$ cat src/rtl/cfg_lut_logic.sv
// Registered NUM_CH-channel lookup-table logic cell with a serially loadable table,
// rising-edge pulses and a saturating event counter on channel 0.
module cfg_lut_logic #(
   parameter int NUM_IN = 3,
   parameter int NUM_CH = 2,
   parameter int CNT_W  = 8,
   parameter logic [NUM_CH*(2**NUM_IN)-1:0] DEFAULT_TBL = {8'h0F, 8'h8F}
) (
   input  logic              clk,
   input  logic              rst_n,
   input  logic              ena,
   input  logic [NUM_IN-1:0] in_vec,
   input  logic              cfg_start,
   input  logic              cfg_valid,
   input  logic              cfg_data,
   input  logic              cnt_clr,
   output logic [NUM_CH-1:0] out_vec,
   output logic [NUM_CH-1:0] out_rise,
   output logic [CNT_W-1:0]  evt_cnt,
   output logic              cfg_busy,
   output logic              cfg_done,
   output logic [1:0]        dbg_state
);

   localparam int DEPTH = 2**NUM_IN;
   localparam int TBL_W = NUM_CH * DEPTH;
   localparam int BC_W  = $clog2(TBL_W) + 1;

   // Handshake: cfg_valid qualifies cfg_data with no backpressure; every valid beat
   // seen in SHIFT is accepted, valid beats outside SHIFT are dropped.
   typedef enum logic [1:0] {
      IDLE   = 2'd0,
      SHIFT  = 2'd1,
      COMMIT = 2'd2
   } state_t;

   state_t              state_q, state_d;
   logic [BC_W-1:0]     bitcnt_q, bitcnt_d;
   logic [TBL_W-1:0]    shadow_q, shadow_d;
   logic [TBL_W-1:0]    tbl_q, tbl_d;
   logic [NUM_IN-1:0]   in_q, in_d;
   logic [NUM_CH-1:0]   out_q, out_d;
   logic [NUM_CH-1:0]   rise_q, rise_d;
   logic [CNT_W-1:0]    cnt_q, cnt_d;
   logic [NUM_CH-1:0]   lut_val;

   for (genvar k = 0; k < NUM_CH; k++) begin : g_ch
      logic [DEPTH-1:0] ch_tbl;
      assign ch_tbl     = tbl_q[k*DEPTH +: DEPTH];
      assign lut_val[k] = ch_tbl[in_q];
   end

   always_comb begin
      in_d   = in_vec;
      out_d  = lut_val;
      rise_d = lut_val & ~out_q;
      cnt_d  = cnt_q;
      if (cnt_clr) begin
         cnt_d = '0;
      end else if (rise_q[0] && (cnt_q != {CNT_W{1'b1}})) begin
         cnt_d = cnt_q + 1'b1;
      end
   end

   always_comb begin
      state_d  = state_q;
      bitcnt_d = bitcnt_q;
      shadow_d = shadow_q;
      tbl_d    = tbl_q;
      case (state_q)
         IDLE: begin
            if (cfg_start) begin
               state_d  = SHIFT;
               bitcnt_d = '0;
            end
         end
         SHIFT: begin
            if (cfg_valid) begin
               shadow_d = {shadow_q[TBL_W-2:0], cfg_data};
               bitcnt_d = bitcnt_q + 1'b1;
               if (bitcnt_q == BC_W'(TBL_W - 1)) begin
                  state_d = COMMIT;
               end
            end
         end
         COMMIT: begin
            // Active table swaps here, so the datapath never sees a partial load.
            tbl_d   = shadow_q;
            state_d = IDLE;
         end
         default: state_d = IDLE;
      endcase
   end

   always_ff @(posedge clk or negedge rst_n) begin
      if (!rst_n) begin
         state_q  <= IDLE;
         bitcnt_q <= '0;
         shadow_q <= '0;
         tbl_q    <= DEFAULT_TBL;
         in_q     <= '0;
         out_q    <= '0;
         rise_q   <= '0;
         cnt_q    <= '0;
      end else if (ena) begin
         state_q  <= state_d;
         bitcnt_q <= bitcnt_d;
         shadow_q <= shadow_d;
         tbl_q    <= tbl_d;
         in_q     <= in_d;
         out_q    <= out_d;
         rise_q   <= rise_d;
         cnt_q    <= cnt_d;
      end
   end

   assign out_vec   = out_q;
   assign out_rise  = rise_q;
   assign evt_cnt   = cnt_q;
   assign cfg_busy  = (state_q == SHIFT);
   assign cfg_done  = (state_q == COMMIT);
   assign dbg_state = state_q;

endmodule
$ cat config.mk
export PLATFORM = sky130hd
export DESIGN_NAME = cfg_lut_logic
export DESIGN_NICKNAME = d
export VERILOG_FILES = /design/src/rtl/cfg_lut_logic.sv
export SDC_FILE = /design/constraint.sdc
export NUM_CORES = 1
export LEC_CHECK = 0
export CORE_ASPECT_RATIO = 0.6
export CORE_MARGIN = 1.5
export CORE_UTILIZATION = 56
export CTS_CLUSTER_SIZE = 24
export DETAILED_ROUTE_END_ITERATION = 12
export PLACE_DENSITY = 0.84
export SYNTH_ARGS = -nofsm -noshare
export SYNTH_HDL_FRONTEND = slang
export SYNTH_SLANG_ARGS = --single-unit
$ cat constraint.sdc
create_clock -name clk -period 1.8 [get_ports clk]
set_input_delay 0.18 -clock clk [delete_from_list [all_inputs] [get_ports clk]]
set_output_delay 0.18 -clock clk [all_outputs]
set_load 0.02 [all_outputs]
==> results.json <==
{
  "h-tree-depth": 2,
  "tritoncts": "done",
  "grt_max_degree": 35,
  "synth_cell_types": 45,
  "core_area_mm2": 0.00419,
  "crit_family": "buffers and inverters",
  "gp_congestion": 0.792,
  "crit_path_cell_trace": "inv_1 > nor2_1 > clkdlybuf4s50_1",
  "clock_path_buffers": 2,
  "insertion_delay_ns": 0.30,
  "tightestPinTransition_ns": 0.607,
  "firstDrtPassIters": 4,
  "hpwl_um": 3470,
  "outcome": "finished, final reports clean",
  "fin_skew_ns": 0.00339,
  "path_clk_slew_ns": 0.09,
  "cp_slowest_cell": "clkdlybuf4s50_1",
  "place_area_mm2": 0.00289,
  "routed_via_density": 5.85,
  "critPathRequiredTime_ns": 1.62,
  "cp-end-kind": "output pin",
  "postCtsSetupBuffers": 0,
  "drtAntennaViolNets": 0,
  "period_minus_slack_ns": 1.70,
  "synth.net_count": 204,
  "p_leak_nw": 1.35,
  "crit_type": "reg2out",
  "antenna_found_initial": 0,
  "start_util_pct": 59.7,
  "max_stage_delay_ns": 0.61,
  "worst-r2r-cell-count": 5,
  "drc": 0,
  "initialDrtViolationCount": 90,
  "crit_cells": 3,
  "top_layer": "met4",
  "rows": 18,
  "synth_edf_count": 0,
  "crit_buf_inv": 2,
  "cap_viol_max_count": 0,
  "syn-cell-area_mm2": 0.00250,
  "drt_wl_total_um": 4850,
  "crit_path_start_kind": "register",
  "setup_viol": 0,
  "synthFlopType": "dfrtp_1",
  "fmax_mhz": 587,
  "drive_above_1_share_pct": 32.2,
  "yosysSeqAreaShare_pct": 54.4,
  "fin_tns_setup_ns": 0,
  "syn_to_final_growth_pct": 20.4,
  "vdd_drop_max_uv": 702,
  "design_area_mm2": 0.00301,
  "cts_inserted_buffers": 5,
  "min_period_over_period_pct": 94.7,
  "maxSlewHeadroom_pct": 59.1,
  "dr_wl_met3_um": 276,
  "die_w_um": 89.3,
  "port-buffer-count": 25,
  "cts_root_buf": "clkbuf_8",
  "die-height_um": 54.8,
  "hp-class": "in2async",
  "cp_max_fo": 7,
  "syn_avg_cell_area_um2": 13.1,
  "finalHoldViolations": 0,
  "wl_per_cell_um": 16.9,
  "grt_pass1_wl_um": 7670,
  "maxSlewViolCount": 0,
  "ys_ff_latch": 54,
  "vias": 1680,
  "critical_path_arrival_ns": 1.52,
  "power_density_mw_per_mm2": 1200,
  "rsz0062_at_grt": "no",
  "yosys_warnings": 0,
  "syn_inst": 191,
  "ios": 26,
  "overflow": 0,
  "die-area_mm2": 0.00489,
  "antenna_cells": 0,
  "wl_met1_um": 2450,
  "track_usage_pct": 21.9,
  "final_nets": 239,
  "dr_wl_met2_um": 2050,
  "grt_pass1_vias": 1536,
  "cts_sinks": 54,
  "async_flop_share_pct": 100
}
-- where the power goes --
part	switching, mW	leakage, nW	internal [mW]	total [mW]
clock network	0.376	0.0514	0.415	0.791
registers	0.312	0.674	1.55	1.86
logic	0.402	0.624	0.556	0.957
-- area by class of cell --
type	count	area, µm²
inverters	8	30.0
fillers	293	1180
multi-input cells	121	1060
clock inverters	2	37.5
flip-flops and latches	54	1370
well taps	60	75.1
clock buffers	6	72.6
repair buffers	36	368
-- through the flow --
stage | util, % | hold slack [ns] | power [mW] | setup WS, ns | std cells
floorplan | - | -0.116 | 2.41 | 0.151 | 191
CTS | 71.8 | 0.386 | 3.64 | 0.0229 | 287
global placement | 69.0 | 0.178 | 2.77 | 0.0911 | 278
global route | 71.9 | 0.414 | 3.82 | 0.0298 | 287
detailed placement | 69.0 | 0.182 | 2.83 | 0.0608 | 278
finish | 71.9 | 0.373 | 3.61 | 0.0959 | 287
-- metal layers --
metal,up-vias,global-route usage [%]
li1,778,-
met1,845,32.3
met2,48,31.6
met3,9,5.73
met4,0,7.18
met5,-,0
-- cell families after synthesis --
kind of cell / Yosys count / share of synthesized area [%]
compound gates: 33 / 9.95
fa+ha+maj: 3 / 1.50
buf+inv: 16 / 3.05
flops: 54 / 54.5
mux: 42 / 22.1
simple gates: 43 / 9.00
-- synthesized netlist by cell type (2+ instances only) --
master | instances | area share (%)
a21o_1 | 2 | 0.60
a21oi_1 | 5 | 1.0
a22o_1 | 5 | 1.7
a31o_2 | 2 | 0.70
buf_6 | 2 | 0.90
clkbuf_1 | 5 | 0.75
dfrtp_1 | 45 | 45
dfstp_2 | 9 | 9.5
ha_1 | 3 | 1.5
inv_1 | 7 | 1.1
mux2_2 | 25 | 11
mux2_4 | 10 | 6.0
mux2i_1 | 3 | 1.2
mux4_2 | 4 | 3.6
nand2_1 | 12 | 1.8
nand3_1 | 8 | 1.6
nand4_1 | 3 | 0.75
nor2_1 | 5 | 0.75
nor3_1 | 3 | 0.60
nor4_1 | 2 | 0.50
o21ai_0 | 4 | 0.80
o311ai_0 | 3 | 1.1
o31ai_1 | 2 | 0.60
-- registers in the layout (all words and copies together) (netlist names) --
signal / count
shadow_q: 16
tbl_q: 16
evt_cnt: 8
bitcnt_q: 5
in_q: 3
dbg_state: 2
out_rise: 2
out_vec: 2
-- path summary, 6_finish.rpt --
| kind | from | to | slack, ns |
|---|---|---|---|
| min reg2reg | out_vec[1] | out_rise[1] | 0.50 |
| min in group clk | cfg_start | dbg_state[0] | 0.46 |
| max | dbg_state[1] | cfg_done | 0.1 |
| max in group asynchronous | rst_n | tbl_q[9] | 0.81 |
| max reg2reg | evt_cnt[0] | evt_cnt[4] | 0.20 |
| min | rst_n | evt_cnt[3] | 0.37 |
-- placed cells by master, fill, tap and decap left out, types with 2 or more instances in the layout --
| cell | n |
|---|---|
| o21ai_0 | 4 |
| a22o_1 | 5 |
| dfrtp_1 | 43 |
| o311ai_0 | 3 |
| mux2_2 | 25 |
| nor2_1 | 5 |
| nor4_1 | 2 |
| inv_1 | 7 |
| nand4_1 | 3 |
| a21oi_1 | 5 |
| nand2_1 | 12 |
| nor3_1 | 3 |
| ha_1 | 3 |
| clkdlybuf4s50_1 | 24 |
| a21o_1 | 2 |
| nand3_1 | 8 |
| buf_4 | 7 |
| a31o_2 | 2 |
| mux2_4 | 10 |
| mux4_2 | 4 |
| clkbuf_8 | 5 |
| dfstp_2 | 9 |
| dfrtp_2 | 2 |
| mux2i_1 | 3 |
| o31ai_1 | 2 |
| buf_12 | 3 |
-- timing repair --
| action | 4_1_cts | 5_1_grt |
|---|---|---|
| resized for setup | 0 | 2 |
| endpoints found under the hold margin | 18 | 0 |
| hold buffers | 1 | 0 |
| endpoints found under the setup margin | 0 | 2 |
No activity file was read; power rests on OpenSTA's default activity.
